[config.mk]
export PLATFORM = sky130hd
export DESIGN_NAME = weight_loader
export DESIGN_NICKNAME = d
export VERILOG_FILES = /design/src/rtl/weight_loader.sv
export SDC_FILE = /design/constraint.sdc
export NUM_CORES = 1
export LEC_CHECK = 0
export ABC_AREA = 0
export CELL_PAD_IN_SITES_DETAIL_PLACEMENT = 1
export CELL_PAD_IN_SITES_GLOBAL_PLACEMENT = 2
export CORE_UTILIZATION = 37
export CTS_CLUSTER_DIAMETER = 200
export DETAILED_ROUTE_END_ITERATION = 10
export PLACE_DENSITY_LB_ADDON = 0.1
export SYNTH_ARGS = -nofsm -noshare
export SYNTH_HDL_FRONTEND = slang
export SYNTH_SLANG_ARGS = --single-unit
[constraint.sdc]
create_clock -name clk -period 6.71 [get_ports clk]
set_clock_uncertainty 0.15 [all_clocks]
set_input_delay 1.342 -clock clk [delete_from_list [all_inputs] [get_ports clk]]
set_output_delay 1.342 -clock clk [all_outputs]
set_load 0.1 [all_outputs]
[src/rtl/weight_loader.sv]
// weight_loader: write-side front end for the local weight memory.
// Takes a (base, count) burst command and turns each accepted 16-bit
// stream beat into one registered single-word write to the memory.
// Commands that are empty or would run past the end of the memory are
// refused with a one-cycle err pulse.
module weight_loader #(
    parameter int unsigned MAX_WEIGHTS = 8010
) (
    input  logic        clk,
    input  logic        rst,
    input  logic        start,
    input  logic [15:0] base_addr,
    input  logic [15:0] weight_count,
    input  logic        in_valid,
    input  logic [15:0] in_data,
    output logic        in_ready,
    output logic        write_weight_signal,
    output logic [15:0] weight_addr,
    output logic [15:0] write_weight_data,
    output logic        busy,
    output logic        done,
    output logic        err
);

    typedef enum logic [1:0] {
        ST_IDLE = 2'd0,
        ST_LOAD = 2'd1,
        ST_DONE = 2'd2
    } state_e;

    state_e      state_q, state_d;
    logic [15:0] base_q,  base_d;
    logic [15:0] count_q, count_d;
    logic [15:0] index_q, index_d;
    logic        wr_q,    wr_d;
    logic [15:0] addr_q,  addr_d;
    logic [15:0] data_q,  data_d;
    logic        err_q,   err_d;

    // A command is usable when it is non-empty and its last word
    // (base + count - 1) still lies inside the memory. The sum is taken
    // at 17 bits so a base near 0xFFFF cannot wrap into a false accept.
    function automatic logic cmd_ok(input logic [15:0] b, input logic [15:0] c);
        logic [16:0] sum;
        sum = {1'b0, b} + {1'b0, c};
        return (c != 16'd0) && (sum <= 17'(MAX_WEIGHTS));
    endfunction

    // Next-state, burst bookkeeping and next write-port values.
    always_comb begin
        state_d = state_q;
        base_d  = base_q;
        count_d = count_q;
        index_d = index_q;
        wr_d    = 1'b0;
        addr_d  = addr_q;
        data_d  = data_q;
        err_d   = 1'b0;
        case (state_q)
            ST_IDLE: begin
                if (start) begin
                    base_d  = base_addr;
                    count_d = weight_count;
                    index_d = 16'd0;
                    if (cmd_ok(base_addr, weight_count)) begin
                        state_d = ST_LOAD;
                    end else begin
                        err_d = 1'b1;
                    end
                end else begin
                    state_d = ST_IDLE;
                end
            end
            ST_LOAD: begin
                if (in_valid) begin
                    wr_d    = 1'b1;
                    addr_d  = base_q + index_q;
                    data_d  = in_data;
                    index_d = index_q + 16'd1;
                    if (index_q == (count_q - 16'd1)) begin
                        state_d = ST_DONE;
                    end else begin
                        state_d = ST_LOAD;
                    end
                end else begin
                    state_d = ST_LOAD;
                end
            end
            ST_DONE: begin
                state_d = ST_IDLE;
            end
            default: begin
                state_d = ST_IDLE;
            end
        endcase
    end

    // State and write-port registers; reset drops any pending strobe.
    always_ff @(posedge clk or posedge rst) begin
        if (rst) begin
            state_q <= ST_IDLE;
            base_q  <= 16'd0;
            count_q <= 16'd0;
            index_q <= 16'd0;
            wr_q    <= 1'b0;
            addr_q  <= 16'd0;
            data_q  <= 16'd0;
            err_q   <= 1'b0;
        end else begin
            state_q <= state_d;
            base_q  <= base_d;
            count_q <= count_d;
            index_q <= index_d;
            wr_q    <= wr_d;
            addr_q  <= addr_d;
            data_q  <= data_d;
            err_q   <= err_d;
        end
    end

    // Status outputs decode straight from the state register.
    always_comb begin
        in_ready = (state_q == ST_LOAD);
        busy     = (state_q == ST_LOAD) || (state_q == ST_DONE);
        done     = (state_q == ST_DONE);
    end

    assign write_weight_signal = wr_q;
    assign weight_addr         = addr_q;
    assign write_weight_data   = data_q;
    assign err                 = err_q;

endmodule

Word-level counts from Yosys, hierarchy flattened
Index checks and enable logic that the tools add are counted.
{"block": "classes", "n_eq_ne": 6, "add_sub_neg": 4, "n_lt_le_gt_ge": 1, "n_mux": 13, "reduce_logical": 8}
{"cell": "$mux W16", "count": 2}
{"cell": "$pmux W16 S2", "count": 1}
{"cell": "$add A16 B16 Y17", "count": 1}
{"cell": "$le A17 B13 Y1 const B", "count": 1}
{"cell": "$add A16 B1 Y16 const B", "count": 1}
{"cell": "$add A16 B16 Y16", "count": 1}
{"cell": "$eq A16 B16 Y1", "count": 1}
{"cell": "$reduce_bool A16 Y1", "count": 1}
{"cell": "$sub A16 B1 Y16 const B", "count": 1}
{"cell": "$mux W2", "count": 4}
{"cell": "$mux W1", "count": 5}
{"cell": "$ne A2 B2 Y1 const B", "count": 2}
{"cell": "$pmux W2 S2", "count": 1}
{"cell": "$reduce_and A2 Y1", "count": 2}
{"cell": "$ne A3 B3 Y1 const B", "count": 1}
{"cell": "$reduce_and A3 Y1", "count": 1}
{"cell": "$eq A2 B1 Y1 const B", "count": 1}
{"cell": "$eq A2 B2 Y1 const B", "count": 1}
{"cell": "$logic_not A2 Y1", "count": 1}
{"cell": "$reduce_bool A2 Y1", "count": 1}
{"cell": "$logic_and A1 B1 Y1", "count": 1}
{"cell": "$logic_or A1 B1 Y1", "count": 1}
{"block": "word_totals", "input_bits": 52, "regBits": 84, "word_cells": 40}

Logic depth before layout (Yosys ltp)
Gate-level depths: netlist (run 1).
{"block": "depth", "ltp_word": 6, "mapped_depth": 13}

Worst setup path after synthesis (run 1)
OpenSTA, ideal clock, no wires.
{"block": "synth_timing", "path_type": "input to register", "from": "in base_addr[0]", "to": "reg state_q[1]", "setup_time_ps": 125, "setup_slack_ps": 2767, "cell_stages": 11, "arrival_time_ps": 3669, "cell_sequence": "ha_1 inv_1 fa_1 nor2b_1 o21bai_1 a311oi_1 o21bai_1 a31o_2 a311o_1 o311ai_1 mux2_2"}
{"block": "synth_between", "elab_chain_cells": 4}
{"item": "start, declared", "line_no": "12", "source": "input logic [15:0] base_addr,"}
{"item": "$add A16 B16 Y17", "line_no": "45", "source": "sum = {1'b0, b} + {1'b0, c};"}
{"item": "$le A17 B13 Y1", "line_no": "46", "source": "return (c != 16'd0) && (sum <= 17'(MAX_WEIGHTS));"}
{"item": "$logic_and A1 B1 Y1", "line_no": "46"}
{"item": "$ne A3 B3 Y1 (no line)"}
{"item": "end signal, assigned", "line_no": "110", "source": "state_q <= state_d;"}
{"item": "end, declared", "line_no": "31", "source": "state_e state_q, state_d;"}
No other way between the ends.
A chain may end at the register's enable or synchronous reset.

Worst setup path after layout (run 1)
{"block": "layout_timing", "from": "in weight_count[0]", "to": "reg state_q[1]"}
{"block": "layout_between", "elab_chain_cells": 4, "word_cells_on_any_way": 5, "classes_between": "1 x add/sub; 1 x order compare; 1 x eq/ne; 2 x reduce/logical"}
{"item": "start, declared", "line_no": "13", "source": "input logic [15:0] weight_count,"}
{"item": "$add A16 B16 Y17", "line_no": "45"}
{"item": "$le A17 B13 Y1", "line_no": "46"}
{"item": "$logic_and A1 B1 Y1 (*)", "line_no": "46"}
{"item": "$ne A3 B3 Y1 (no line) (*)"}
Every way passes the cells marked *; elsewhere a longest branch is shown, timed or not.

==> qor.txt, run 1 <==
Total Wirelength: 14600 um
pin count of the biggest net entering global routing: 59
Synth top area share: 39.1%
vias in the first global route: 4617
remaining routing DRC violations: 0
Design Area, Final: 0.00677 mm2
fraction of registers with async set/reset: 100%
Num CTS Buffers: 9
WP buf/inv: 2
CP Launch Type: primary input
CP required: 6790 ps
reg2reg setup slack: 3390 ps
Fin. Hold Viols: 0
Slew @ Worst Pin: 985 ps
Slew Limit Fails: 0
Post-synth top flop: dfrtp_1
Synth Register Bits: 84
wire length of the first global-routing pass: 23900 um
Synth area leaders: dfrtp_1 (39%), mux2_2 (10%), ha_1 (8.4%)
number of synthesized flops with an enable pin: 0
htree depth: 3
detailed-placement wirelength estimate: 11400 um
Rel. slew slack: 34.1%
post-synthesis instance total: 545
Final TNS setup: 0 ps
area of the core: 0.0140 mm2
layout cell share with drive strength beyond 1: 12.1%
dpl cell area: 0.00643 mm2
CTS tree: yes
RSZ-0062 raised after global routing: no
CTS resizes: 0
Tcrit/Tclk final: 67.6%
Ant. Diodes: 0
Rows: 43
Crit path depth: 12
Synth-to-Final Area Change: 25.8%
RePlAce Congestion: 0.832
GRT overflow: 0
largest delay contributor family on the critical path: compound AO/OA/AOI/OAI gates
Initial Util: 38.3%
Port Buf Inserts: 88
Post-Syn Area: 0.00538 mm2
CTS sink count: 84
fin crit period: 4540 ps
slowest cell on the critical path: clkdlybuf4s50_1
Worst R2R Path Depth: 9
CTS Root Cell: clkbuf_16
Mapped Nets: 635
CP Launch Point: weight_count[0]
Post-CTS Setup Bufs: 0
Ys Warns: 0
post-synthesis sequential area ratio: 39.1%
status: complete, no violations
initial antenna violation count: 0
max incr delay on CP: 520 ps
DR iter-0 viols: 158
Die Width: 123 um
pre-CTS setup slack: 1830 ps
fin worst setup slack: 2170 ps
Clock transition at path regs: 60 ps
Mapped Avg Cell Area: 9.87 um2
P_leak: 2.92 nW
worst vdd ir: 414 uV
Post-CTS Hold Buffers: 0
placed insts: 798
Pwr Density: 502 mW/mm2
synth unique cells: 57
# nets final: 719
endpoint of the worst-slack reg-to-reg timing path: weight_addr[15]$_DFFE_PP0P_
most area-hungry cell type in the Yosys netlist: dfrtp_1
critical-path cell list: clkdlybuf4s50_1, ha_1, inv_1, fa_1, nor2b_1, o21bai_1, a311oi_1, o21bai_1, a31o_2, a311o_1, o311ai_1, mux2_2
height of the die: 123 um
Tot GR Track Use: 21.0%
clk buf depth: 2
routed length per instance: 17.9 um
io pins: 89
end of the critical path: state_q[1]$_DFFE_PP0P_
via count: 4371
Max Cap Viol: 0
crit path capture type: register
die area: 0.0150 mm2
final setup vio count: 0
vias per cell: 5.37
Antenna Nets Post-Route: 0
Non-Filler Instances: 814
HP Class: reg -> reg
total iterations of the first detailed-routing run: 4
Setup CP Type: in -> reg
CP max FO: 3
Worst-Skew Late Latency: 350 ps
most common cell type on the critical path: o21bai_1
Fmax: 220 MHz
CP arrival: 4620 ps
R2R Path Start: index_q[4]$_DFFE_PP0P_
[area by class of cell]
| cell class | count | area, um2 |
|---|---|---|
| fill | 1562 | 7270 |
| tap | 180 | 225 |
| inverter | 21 | 80.1 |
| timing repair buffer | 90 | 896 |
| multi-input combinational | 423 | 3120 |
| clock inverter | 6 | 111 |
| clock buffer | 10 | 229 |
| sequential | 84 | 2100 |
[placed cells by master (no fill, tap or decap), types with 20 or more instances in the layout]
cell / instances
mux2_2: 49
xnor2_1: 31
inv_1: 20
a21oi_1: 22
nor2_1: 44
o21ai_0: 29
ha_1: 36
nand2_1: 47
xor2_1: 26
clkdlybuf4s50_1: 88
dfrtp_1: 84
[per-stage QoR]
stage | util, % | power, mW | hold WS, ps
floorplan | - | 2.35 | 328
global placement | 45.8 | 2.79 | 310
detailed placement | 45.8 | 2.84 | 320
CTS | 48.2 | 3.43 | 333
global route | 48.2 | 3.59 | 343
finish | 48.2 | 3.40 | 326
[where the power goes]
group	internal, mW	switching, mW
clock network	0.365	0.217
logic	0.619	1.26
registers	0.719	0.219
total	1.70	1.70
[per-layer routing]
| metal | up-vias | wire [um] | GRT usage [%] |
|---|---|---|---|
| met1 | 2134 | 6630 | 26.8 |
| met5 | - | 0 | 0 |
| met4 | 0 | 280 | 8.23 |
| met2 | 87 | 7230 | 36.1 |
| met3 | 16 | 455 | 2.65 |
| li1 | 2134 | - | - |
[flip-flops by register name, indices dropped and copies added, names as in the netlist]
name,cells
base_q,16
count_q,16
index_q,16
weight_addr,16
write_weight_data,16
state_q,2
err,1
write_weight_signal,1
[synth_stat cells (10+ instances only)]
cell      count
xnor2_1      31
nor3_1       12
nor2_1       44
xor2_1       26
o21ai_0      29
nand2_1      47
mux2_2       49
clkbuf_1     15
a21oi_1      22
inv_1        21
ha_1         36
dfrtp_1      84
a21o_1       10
nand3_1      11
[worst reg2reg max path: cells and delay by family (launching register included)]
family	cells	cell delay (ps)
AOI/OAI and AO/OA	5	1660
DFF	1	480
adders and majority gates	1	390
and+or+nand+nor	2	330
xor gates and xnor gates	1	170
[worst min path at each step]
stage,slack [ps],depth (start not counted),start,to
after global placement,310,2,weight_addr[11]$_DFFE_PP0P_,weight_addr[11]$_DFFE_PP0P_
after global routing,340,2,weight_addr[5]$_DFFE_PP0P_,weight_addr[5]$_DFFE_PP0P_
after detailed placement,320,2,weight_addr[11]$_DFFE_PP0P_,weight_addr[11]$_DFFE_PP0P_
after floorplan,330,2,base_q[1]$_DFFE_PP0P_,base_q[1]$_DFFE_PP0P_
final,330,2,weight_addr[11]$_DFFE_PP0P_,weight_addr[11]$_DFFE_PP0P_
after CTS,330,2,weight_addr[11]$_DFFE_PP0P_,weight_addr[11]$_DFFE_PP0P_
[cells by family after synthesis]
logic type | after synthesis | synth area share [%]
flops | 84 | 39.1
compound gates | 113 | 14.0
buf+inv | 38 | 2.82
simple gates | 162 | 14.6
fa+ha+maj | 38 | 9.12
mux | 53 | 11.1
xor+xnor | 57 | 9.28
(Power assumes the default switching activity.)
==> inputs of run 2 (changes only) <==
Settings changed: CORE_UTILIZATION 37 to 34.
Clock period 6.71 ns to 4.57 ns, I/O delays scaled along.
==> qor.txt, run 2 (same netlist as run 1, synthesis figures left out) <==
area of the core: 0.0153 mm2
total power draw: 4.90 mW
Design Area, Final: 0.00679 mm2
htree depth: 3
die area: 0.0163 mm2
Worst R2R Path Depth: 9
Total Wirelength: 14400 um
Post-CTS Setup Bufs: 0
vias per cell: 5.13
initial antenna violation count: 0
Slew Limit Fails: 0
Initial Util: 35.1%
Final TNS setup: 0 ps
CP required: 4640 ps
R2R Path Start: index_q[4]$_DFFE_PP0P_
Tot GR Track Use: 19.2%
Synth-to-Final Area Change: 26.2%
CP arrival: 4140 ps
Die Width: 128 um
Slew @ Worst Pin: 1020 ps
Worst-Skew Late Latency: 340 ps
CP max FO: 3
Clock Power Share: 15.7%
crit path capture type: register
status: complete, no violations
Pwr Density: 721 mW/mm2
worst vdd ir: 285 uV
Rel. slew slack: 31.9%
switching part of the total: 50.1%
Seq pwr share: 27.9%
vias in the first global route: 4613
HP Class: reg -> reg
Max Cap Viol: 0
RSZ-0062 raised after global routing: no
# nets final: 721
worst hold start: weight_addr[5]$_DFFE_PP0P_
endpoint of the worst-slack reg-to-reg timing path: weight_addr[15]$_DFFE_PP0P_
fin crit period: 4070 ps
height of the die: 128 um
DR iter-0 viols: 124
routed length per instance: 17.0 um
pin count of the biggest net entering global routing: 43
Tcrit/Tclk final: 88.9%
layout cell share with drive strength beyond 1: 12.3%
Clock transition at path regs: 60 ps
Pint: 2.44 mW
dpl cell area: 0.00648 mm2
remaining routing DRC violations: 0
Ant. Diodes: 0
most common cell after layout, fill and taps aside: clkdlybuf4s50_1
CTS tree: yes
Worst Hold Path EP: weight_addr[5]$_DFFE_PP0P_
via count: 4337
RePlAce Congestion: 0.865
Setup CP Type: in -> reg
Antenna Nets Post-Route: 0
most frequent cells in the layout: clkdlybuf4s50_1 (88), dfrtp_1 (84), mux2_2 (49), nand2_1 (47), nor2_1 (44)
Rows: 45
CTS Root Cell: clkbuf_16
wire length of the first global-routing pass: 24100 um
P_sw: 2.45 mW
CTS resizes: 0
Num CTS Buffers: 9
io pins: 89
reg2reg setup slack: 1220 ps
Post-CTS Hold Buffers: 0
Gate power share: 56.4%
detailed-placement wirelength estimate: 11700 um
hold depth: 2
Fmax: 246 MHz
GRT overflow: 0
Fin. Hold Viols: 0
CP Launch Type: primary input
P_leak: 2.91 nW
clk buf depth: 2
total iterations of the first detailed-routing run: 4
final setup vio count: 0
CTS sink count: 84
Port Buf Inserts: 88
[run 2: changes by cell type in the layout (fill, tap and decap cells not counted)]
cell	change
bufinv_16	-1
buf_4	+2
clkinv_2	+1
inv_6	-1
[run 2: layout make-up]
class,instances,area [um2]
Clock buffer,10,229
Inverter,21,80.1
Fill cell,1713,8530
Sequential cell,84,2100
Tap cell,211,264
Clock inverter,5,77.6
Multi-Input combinational cell,423,3120
Timing Repair Buffer,92,911
[run 2: how the worst max path moves through the flow]
| stage | start | end | slack [ps] | cells after the start |
|---|---|---|---|---|
| 2_1_floorplan | base_addr[0] | state_q[1]$_DFFE_PP0P_ | 1050 | 11 |
| 3_3_place_gp | weight_count[0] | state_q[1]$_DFFE_PP0P_ | 260 | 12 |
| 3_5_place_dp | weight_count[0] | state_q[1]$_DFFE_PP0P_ | 170 | 12 |
| 4_1_cts | weight_count[0] | state_q[1]$_DFFE_PP0P_ | 530 | 12 |
| 5_1_grt | weight_count[0] | state_q[1]$_DFFE_PP0P_ | 320 | 12 |
| 6_report | weight_count[0] | state_q[1]$_DFFE_PP0P_ | 510 | 12 |
[run 2: per-layer routing]
layer  global-route usage, %  up-vias  part of all wire, %
li1                        -     2134                    -
met1                    24.0     2115                   46
met2                    33.0       68                   48
met3                    3.09       20                  2.7
met4                    7.34        0                  2.5
met5                       0        -                    0
[run 2: power by group through the flow]
| stage | logic, mW | registers [mW] | clock network (mW) |
|---|---|---|---|
| final | 2.76 | 1.37 | 0.768 |
| after global placement | 2.73 | 1.37 | 0 |
| after global routing | 2.95 | 1.42 | 0.821 |
| after detailed placement | 2.78 | 1.39 | 0 |
| after CTS | 2.79 | 1.37 | 0.797 |
| after floorplan | 1.15 | 2.30 | 0 |
[run 2: metrics by stage]
step	hold slack, ps	setup slack (ps)	instances	utilization [%]
final	329	505	846	44.3
after detailed placement	324	172	831	42.3
after global routing	353	319	846	44.3
after global placement	311	260	831	42.3
after CTS	338	529	846	44.3
after floorplan	328	1050	545	-
[run 2: critical path: stages]
cell and delay (ps):
clkdlybuf4s50_1 520, ha_1 200, inv_1 60, fa_1 400, nor2b_1 210, o21bai_1 150, a311oi_1 310, o21bai_1 100
a31o_2 250, a311o_1 310, o311ai_1 330, mux2_2 380
